`src/rtl/nonce_report_tx_if.sv`:
```
// nonce_report_tx_if: byte-stream handshake between the nonce reporter and its byte sink.
//   tx_data  : current byte presented by the master
//   tx_valid : tx_data is valid
//   tx_ready : sink accepts the byte this cycle
//   master modport is the nonce_report_tx side; slave is the byte sink side.
interface nonce_report_tx_if;
    logic [7:0] tx_data;
    logic       tx_valid;
    logic       tx_ready;

    modport master (output tx_data, output tx_valid, input tx_ready);
    modport slave  (input tx_data, input tx_valid, output tx_ready);
endinterface

```
`src/rtl/nonce_report_tx.sv`:
```
// nonce_report_tx: buffers golden nonces found by the SHA256 cores and streams each one out as a byte frame.
//   clk          : system clock, all state on the rising edge
//   n_rst        : asynchronous active-low reset
//   flag         : per-core golden-nonce-found flags; their OR is edge-detected to capture a nonce
//   golden_nonce : nonce selected by the output manager
//   tx           : byte-stream master (tx_data, tx_valid, tx_ready)
//   fifo_full    : buffer holds FIFO_DEPTH entries
//   drop_count   : nonces lost to overflow, saturating at 255
//   busy         : buffer non-empty or a frame in progress
// Build option NONCE_REPORT_HEADER_EN: prefixes each frame with header byte 0xA5 (5-byte frames).
module nonce_report_tx #(
    parameter int NUM_CORES  = 2,
    parameter int FIFO_DEPTH = 4
) (
    input  logic                  clk,
    input  logic                  n_rst,
    input  logic [NUM_CORES-1:0]  flag,
    input  logic [31:0]           golden_nonce,
    nonce_report_tx_if.master     tx,
    output logic                  fifo_full,
    output logic [7:0]            drop_count,
    output logic                  busy
);
    localparam int AW = (FIFO_DEPTH > 1) ? $clog2(FIFO_DEPTH) : 1;
    localparam logic [AW:0] FULL_OCC = (AW+1)'(FIFO_DEPTH);
`ifdef NONCE_REPORT_HEADER_EN
    localparam logic [2:0] LAST_IDX = 3'd4;
`else
    localparam logic [2:0] LAST_IDX = 3'd3;
`endif

    typedef enum logic [1:0] {IDLE, LOAD, SEND} state_t;

    state_t         state, state_nx;
    logic           hit, hit_q, cap, push, pop, xfer, last, adv;
    logic [AW-1:0]  wr_ptr, rd_ptr;
    logic [AW:0]    occ;
    logic [31:0]    mem [FIFO_DEPTH];
    logic [31:0]    sh;
    logic [2:0]     idx;
    logic [7:0]     cur_byte;

    assign hit       = |flag;
    assign cap       = hit & ~hit_q;
    assign pop       = state == LOAD;
    assign fifo_full = occ == FULL_OCC;
    // a full buffer still accepts when the head leaves in the same cycle
    assign push      = cap & (~fifo_full | pop);
    assign xfer      = (state == SEND) & tx.tx_ready;
    assign last      = idx == LAST_IDX;
    assign busy      = (occ != '0) | (state != IDLE);

`ifdef NONCE_REPORT_HEADER_EN
    // the shift register only advances once the header byte has gone
    assign adv      = idx != 3'd0;
    assign cur_byte = (idx == 3'd0) ? 8'hA5 : sh[31:24];
`else
    assign adv      = 1'b1;
    assign cur_byte = sh[31:24];
`endif

    always_ff @(posedge clk) begin
        if (push)
            mem[wr_ptr] <= golden_nonce;
    end

    always_ff @(posedge clk or negedge n_rst) begin
        if (!n_rst) begin
            hit_q      <= 1'b0;
            wr_ptr     <= '0;
            rd_ptr     <= '0;
            occ        <= '0;
            drop_count <= 8'h00;
        end else begin
            hit_q <= hit;
            if (push)
                wr_ptr <= wr_ptr + 1'b1;
            if (pop)
                rd_ptr <= rd_ptr + 1'b1;
            if (push & ~pop)
                occ <= occ + 1'b1;
            else if (pop & ~push)
                occ <= occ - 1'b1;
            if (cap & fifo_full & ~pop & (drop_count != 8'hFF))
                drop_count <= drop_count + 1'b1;
        end
    end

    always_ff @(posedge clk or negedge n_rst) begin
        if (!n_rst) begin
            sh  <= 32'h0;
            idx <= 3'd0;
        end else if (pop) begin
            sh  <= mem[rd_ptr];
            idx <= 3'd0;
        end else if (xfer) begin
            idx <= idx + 1'b1;
            if (adv)
                sh <= {sh[23:0], 8'h00};
        end
    end

    always_ff @(posedge clk or negedge n_rst) begin
        if (!n_rst)
            state <= IDLE;
        else
            state <= state_nx;
    end

    always_comb begin
        state_nx = state;
        if (state == IDLE && occ != '0)
            state_nx = LOAD;
        else if (state == LOAD)
            state_nx = SEND;
        else if (xfer && last)
            state_nx = (occ != '0) ? LOAD : IDLE;
    end

    always_comb begin
        tx.tx_valid = state == SEND;
        tx.tx_data  = (state == SEND) ? cur_byte : 8'h00;
    end
endmodule

```
`src/flat_wrapper.sv`:
```
// flat-port wrapper written by rule: the top's interface ports become plain ports
module nonce_report_tx_flat 
#(
    parameter int NUM_CORES  = 2,
    parameter int FIFO_DEPTH = 4
)
  (clk, n_rst, flag, golden_nonce, fifo_full, drop_count, busy, tx_tx_data, tx_tx_valid, tx_tx_ready);
  nonce_report_tx_if tx_i ();
  input  logic clk;
  input  logic n_rst;
  input  logic [NUM_CORES-1:0] flag;
  input  logic [31:0] golden_nonce;
  output logic fifo_full;
  output logic [7:0] drop_count;
  output logic busy;
  output wire logic [$bits(tx_i.tx_data)-1:0] tx_tx_data;
  output wire logic [$bits(tx_i.tx_valid)-1:0] tx_tx_valid;
  input wire logic [$bits(tx_i.tx_ready)-1:0] tx_tx_ready;
  assign tx_tx_data = tx_i.tx_data;
  assign tx_tx_valid = tx_i.tx_valid;
  assign tx_i.tx_ready = tx_tx_ready;
  nonce_report_tx #(.NUM_CORES(NUM_CORES), .FIFO_DEPTH(FIFO_DEPTH)) u_core (.clk(clk), .n_rst(n_rst), .flag(flag), .golden_nonce(golden_nonce), .tx(tx_i), .fifo_full(fifo_full), .drop_count(drop_count), .busy(busy));
endmodule
```
`config.mk`:
```
export PLATFORM = sky130hd
export DESIGN_NAME = nonce_report_tx_flat
export DESIGN_NICKNAME = d
export VERILOG_FILES = /design/src/rtl/nonce_report_tx_if.sv /design/src/rtl/nonce_report_tx.sv /design/src/flat_wrapper.sv
export SDC_FILE = /design/constraint.sdc
export NUM_CORES = 1
export LEC_CHECK = 0
export BUFFER_PORTS_ARGS = -buffer_cell sky130_fd_sc_hd__buf_2
export CAP_MARGIN = 20
export CORE_ASPECT_RATIO = 1.2
export CORE_MARGIN = 2
export CORE_UTILIZATION = 56
export DETAILED_ROUTE_END_ITERATION = 6
export PLACE_DENSITY = 0.75
export SKIP_LAST_GASP = 1
export SYNTH_ARGS = -nofsm -noshare
export SYNTH_HDL_FRONTEND = slang
export SYNTH_SLANG_ARGS = --single-unit
```
`constraint.sdc`:
```
create_clock -name clk -period 3.1 [get_ports clk]
set_input_delay 0 -clock clk [delete_from_list [all_inputs] [get_ports clk]]
set_output_delay 0 -clock clk [all_outputs]
set_load 0.1 [all_outputs]
```
==> impl_metrics.ini, run 1 <==
[clock_tree]
cts-htree-levels = 4
post_cts_buffers = 0
clock_sinks = 181
cts-root-buf = clkbuf_16
cts_tree = done
clk_pin_slew_ps = 60
cts_buffer_depth = 2
insertion_delay_ps = 420
cts_buffers = 17

[synthesis]
synth_flop_cell = edfxtp_1
synth.area.top_cells = edfxtp_1 (53%), dfrtp_1 (18%), mux4_2 (10%)
synth_area_leader_cell = edfxtp_1
ys_types = 35
netlist_instances = 418
ys_ff_latch = 181
yosysSeqAreaShare_pct = 71.9
synth_edf_count = 128
synth.avg_cell_area_um2 = 17.2
syn-num-nets = 464
yosysMostFrequentCell = edfxtp_1
syn_area_um2 = 7190
synthTopCellsByCount = edfxtp_1 (128), dfrtp_1 (53), nand2_1 (36), mux4_2 (32), o21ai_0 (25)
ys_warn_count = 0
synthArstFlopShare_pct = 29.3
synth_top_area_share_pct = 53.4

[global_route]
antenna_found_initial = 0
grt_pass1_vias = 4027
grt_max_degree = 53
grt_pass1_wl_um = 21400
track_usage_pct = 21.0
gr-total-overflow = 0

[flow_run]
cap_violations = 0

[sta]
timing.final.ws_setup_ps = 547
slew_violations = 0
fmaxAchievable_mhz = 392
whs_ps = 176
finClkSkew_ps = 9.41
relSlewSlack_pct = 40.1
worst_pin_slew_ps = 895
hold_viol_final = 0
tns_ps = 0
rsz0062_at_grt = false
finalSetupViolCount = 0
fin_crit_ps = 2550
fin_crit_sh_pct = 82.4

[setup_path]
r2r-end = u_core.occ[2]
reg2reg_depth = 9
path_cells = nor2b_4 > inv_2 > a211oi_2 > ha_1 > inv_1 > fa_1 > xor2_1 > nor2_1 > xor2_1
cp.required_ps = 3440
cpMostUsedCell = xor2_1
critPathBufInv = 2
slowest_stage = dfrtp_1
cp-end-kind = flop
crit_path_start_kind = flop
crit_family = adder cells
r2r-start = u_core.state[0]
cp_max_fo = 15
worstSetupPathType = flop to flop
critPathMaxStageDelay_ps = 520
arrival_ps = 2890
reg2reg_slack_ps = 550

[routing]
drc = 0
vias_per_cell = 5.60
first_pass_iters = 4
first_iter_violations = 237
vias = 3879
post_drt_wl_per_cell_um = 19.1
antenna_left = 0
wl_um = 13300

[pwr]
p_comb_share_pct = 24.3
p_int_uw = 5010
switchingPower_uw = 2120
switching_share_pct = 29.8
ir_drop_mv = 0.615
power.share.clock_pct = 29.5
p_per_area_nw_per_um2 = 829
p_seq_share_pct = 46.2
p_leak_uw = 0.00340

[finish]
drive_above_1_share_pct = 24.8
seqCellArea_um2 = 5170
fillers = 858
area_growth_pct = 19.6
nNetsFinal = 562
instances_no_fill = 693
multi_input_area_um2 = 1900
antenna_cells = 0

[floorplanning]
die_area_um2 = 13800
die_height_um = 128
core_um2 = 12600
start_util_pct = 57.0
die_x_um = 107
ios = 56
rows = 45

[hold_path]
min_to = u_core.wr_ptr[0]
holdPathStages = 4
holdCritPathClass = primary input to flop
min-delay-start = flag[1]

[run_status]
status = complete, no violations

[placement]
io_buffers = 55
preCtsSetupSlack_ps = 534
gp_congestion = 0.813
dp_hpwl_um = 7890
place_inst = 625
==> cells in the final DEF (no fill, tap or decap), types with 2 or more instances in the layout <==
master	synthesis	final
mux4_2	32	32
bufinv_16	0	3
clkbuf_16	0	17
buf_12	0	2
clkbuf_1	8	6
clkinv_2	0	2
mux2i_1	24	24
nor4_1	3	3
edfxtp_1	128	128
o21ai_0	25	25
buf_2	8	55
ha_1	8	8
o21ai_1	3	3
xor2_1	9	9
nand2_1	36	36
nor2_1	10	10
or3_1	2	2
buf_4	1	7
mux2_2	2	2
and2_1	12	12
dfrtp_1	53	52
inv_1	6	6
a21oi_1	7	7
nor2b_1	8	7
dlygate4sd3_1	0	36
inv_6	0	2
nand3_1	7	7
nor3_1	8	8
xnor2_1	4	4
==> routing by layer <==
metal / vias up / share of wire, % / wire length [µm] / global-route usage [%]
met1: 1991 / 41 / 5490 / 27.3
met5: - / 0 / 0 / 0
li1: 1771 / - / - / -
met4: 0 / 1.4 / 192 / 6.18
met2: 98 / 53 / 7050 / 36.3
met3: 19 / 4.0 / 533 / 4.27
==> stage by stage <==
step	cell area, µm²	total power (µW)	utilization [%]
after floorplan	7190	4580	-
after global placement	7670	4980	60.8
after detailed placement	7670	5050	60.8
after CTS	8600	7190	68.2
after global routing	8600	7450	68.2
final	8600	7130	68.2
==> cells by family (layout without fill, tap and decap cells) <==
| group | Yosys count | count (layout) | synth area share (%) |
|---|---|---|---|
| AO/OA/AOI/OAI | 36 | 36 | 2.61 |
| XOR/XNOR | 13 | 13 | 1.58 |
| adder cells (fa/ha/maj) | 9 | 9 | 1.67 |
| buffers and inverters | 28 | 139 | 1.86 |
| flip-flops | 181 | 181 | 71.9 |
| multiplexers | 58 | 58 | 13.7 |
| AND/OR/NAND/NOR | 93 | 93 | 6.72 |
==> state kept, by name, indices dropped and copies added, names as in the netlist <==
register / flops
u_core.sh: 32
u_core.mem: 128
u_core.state: 2
u_core.rd_ptr: 2
u_core.occ: 3
u_core.hit_q: 1
u_core.wr_ptr: 2
u_core.idx: 3
u_core.drop_count: 8
==> power groups by stage <==
stage | Sequential [µW] | Clock (µW) | Combinational [µW]
4_1_cts | 3300 | 2140 | 1760
3_3_place_gp | 3310 | 0 | 1680
3_5_place_dp | 3340 | 0 | 1710
5_1_grt | 3340 | 2220 | 1890
2_1_floorplan | 3290 | 0 | 1300
6_report | 3290 | 2110 | 1730
==> worst max path at each step <==
stage | cells after the start | start | end
2_1_floorplan | 6 | u_core.occ[0] | u_core.occ[1]
3_3_place_gp | 9 | u_core.state[0] | u_core.occ[2]
3_5_place_dp | 9 | u_core.state[0] | u_core.occ[2]
4_1_cts | 9 | u_core.state[0] | u_core.occ[2]
5_1_grt | 9 | u_core.state[0] | u_core.occ[2]
6_report | 9 | u_core.state[0] | u_core.occ[2]
==> final cells by class <==
class,count,share of cell area (%)
Tap cell,164,2.39
Clock inverter,9,1.50
Timing Repair Buffer,100,8.46
Sequential cell,181,60.1
Clock buffer,23,5.21
Inverter,7,0.305
Multi-Input combinational cell,209,22.0
==> worst reg2reg max path, cell delays in order (launching register included) <==
cell and delay [ps]:
dfrtp_1 520, nor2b_4 220, inv_2 150, a211oi_2 470, ha_1 270, inv_1 60, fa_1 370, xor2_1 150
nor2_1 120, xor2_1 150
==> timing repair <==
item,CTS,global route
hold buffers,36,0
resized for setup,0,0
endpoints found under the hold margin,162,0
Power figures use the tool's default switching activity.
==> inputs of run 2 (changes only) <==
--- a/config.mk
+++ b/config.mk
@@ -9,9 +9,9 @@
 export CAP_MARGIN = 20
 export CORE_ASPECT_RATIO = 1.2
 export CORE_MARGIN = 2
-export CORE_UTILIZATION = 56
+export CORE_UTILIZATION = 54
 export DETAILED_ROUTE_END_ITERATION = 6
-export PLACE_DENSITY = 0.75
+export PLACE_DENSITY = 0.76
 export SKIP_LAST_GASP = 1
 export SYNTH_ARGS = -nofsm -noshare
 export SYNTH_HDL_FRONTEND = slang
==> constraint.sdc (replaced) <==
create_clock -name clk -period 2.2 [get_ports clk]
set_input_delay 0 -clock clk [delete_from_list [all_inputs] [get_ports clk]]
set_output_delay 0 -clock clk [all_outputs]
set_load 0.1 [all_outputs]
==> run 2 against run 1 <==
  * Count of clock-buffer cells in the layout down 6
  * Maximum frequency rose by 27%
  * Combinational power increased by 50%
  * Sequential share of layout area is 0.70 points lower
  * Register-to-register slack got worse by 370 ps
  * Largest power group unchanged
  * Highest routed layer unchanged
==> impl_metrics.ini, run 2 (synthesis results as in run 1) <==
[run_status]
status = complete, no violations

[clock_tree]
cts_buffer_depth = 2
post_cts_buffers = 0
cts_buffers = 17
cts_tree = done
cts_resized = 0
cts-htree-levels = 4
clock_sinks = 181
cts-root-buf = clkbuf_16
clk_pin_slew_ps = 60
postCtsHoldBufs = 36
insertion_delay_ps = 420

[routing]
first_pass_iters = 4
post_drt_wl_per_cell_um = 18.7
drc = 0
first_iter_violations = 272
vias = 3901
antenna_left = 0
vias_per_cell = 5.53
wl_um = 13200

[placement]
io_buffers = 55
preCtsSetupSlack_ps = 190
gp_congestion = 0.760
dp_hpwl_um = 8230

[finish]
drive_above_1_share_pct = 29.1
final_common_cell = edfxtp_1
layout_common_cells = edfxtp_1 (128), buf_2 (55), dfrtp_1 (50)
nNetsFinal = 571
antenna_cells = 0
area_growth_pct = 21.1
top_regs = u_core.mem (128), u_core.sh (32), u_core.drop_count (8)
regMostFlops = u_core.mem
largest_register_ffs = 128

[floorplanning]
die_x_um = 109
rows = 46
die_area_um2 = 14300
ios = 56
start_util_pct = 54.8
core_um2 = 13100
die_height_um = 130

[sta]
fin_crit_sh_pct = 91.7
tns_ps = 0
fmaxAchievable_mhz = 496
worst_pin_slew_ps = 676
finClkSkew_ps = 8.68
whs_ps = 232
fin_crit_ps = 2020
finalSetupViolCount = 0
relSlewSlack_pct = 54.9
timing.final.ws_setup_ps = 182
rsz0062_at_grt = false
slew_violations = 0
hold_viol_final = 0

[global_route]
track_usage_pct = 20.4
grt_pass1_vias = 4124
antenna_found_initial = 0
grt_max_degree = 54
gr-total-overflow = 0
grt_pass1_wl_um = 21300

[setup_path]
reg2reg_depth = 9
cp-end-kind = flop
arrival_ps = 2360
cp.required_ps = 2540
crit_path_start_kind = flop
cp_max_fo = 2
worstSetupPathType = flop to flop

[pwr]
p_per_area_nw_per_um2 = 1140
p_leak_uw = 0.00344
ir_drop_mv = 0.869

[hold_path]
holdCritPathClass = primary input to asynchronous set/reset pin

[flow_run]
cap_violations = 0
## run 2: changes by cell type in the layout (fill, tap and decap cells not counted), moves of 2 or more
cell	change
buf_4	+8
clkbuf_1	-6
and2_1	-4
and2_2	+4
inv_6	+3
nor4_1	-3
nor4_2	+3
bufinv_16	-2
dfrtp_1	-2
dfrtp_2	+2
## run 2: final timing paths
check	startpoint	to	slack, ps
max	u_core.state[1]	u_core.occ[2]	180
min	n_rst	u_core.occ[2]	230
max reg2reg	u_core.state[1]	u_core.occ[2]	180
min reg2reg	u_core.drop_count[7]	u_core.drop_count[7]	490
max in group asynchronous	n_rst	u_core.rd_ptr[0]	1470
min in group clk	flag[1]	u_core.wr_ptr[0]	260
## run 2: layout make-up
type / count / area (µm²)
sequential: 181 / 5170
multi-input combinational: 209 / 1940
fill: 882 / 4410
inverter: 7 / 26.3
timing repair buffer: 109 / 808
clock inverter: 14 / 124
clock buffer: 17 / 425
tap: 168 / 210
## run 2: per-stage QoR
stage / instances / utilization, % / total power [µW] / instance area [µm²]
after detailed placement: 638 / 59.4 / 7180 / 7800
after floorplan: 418 / - / 6480 / 7240
after global routing: 705 / 66.4 / 10500 / 8710
after CTS: 705 / 66.4 / 10100 / 8710
final: 705 / 66.4 / 9960 / 8710
after global placement: 638 / 59.4 / 7090 / 7800
## run 2: worst max-delay path, cell delays in order (launching register included)
cell and delay, ps:
dfrtp_1 410, nor2b_4 140, inv_2 60, a211oi_4 250, ha_2 240, inv_2 40
fa_1 370, xor2_1 150, nor2_1 130, xor2_1 170
## run 2: power by group
group	switching, µW	total, µW	internal (µW)
Sequential	339	4540	4200
Combinational	1470	2590	1120
Clock	1260	2820	1560
Total	3070	9960	6890
## run 2: per-layer routing
| layer | track usage [%] | wire length [µm] |
|---|---|---|
| met5 | 0 | 0 |
| met3 | 5.11 | 524 |
| met4 | 7.45 | 260 |
| met1 | 26.3 | 5700 |
| met2 | 33.8 | 6710 |
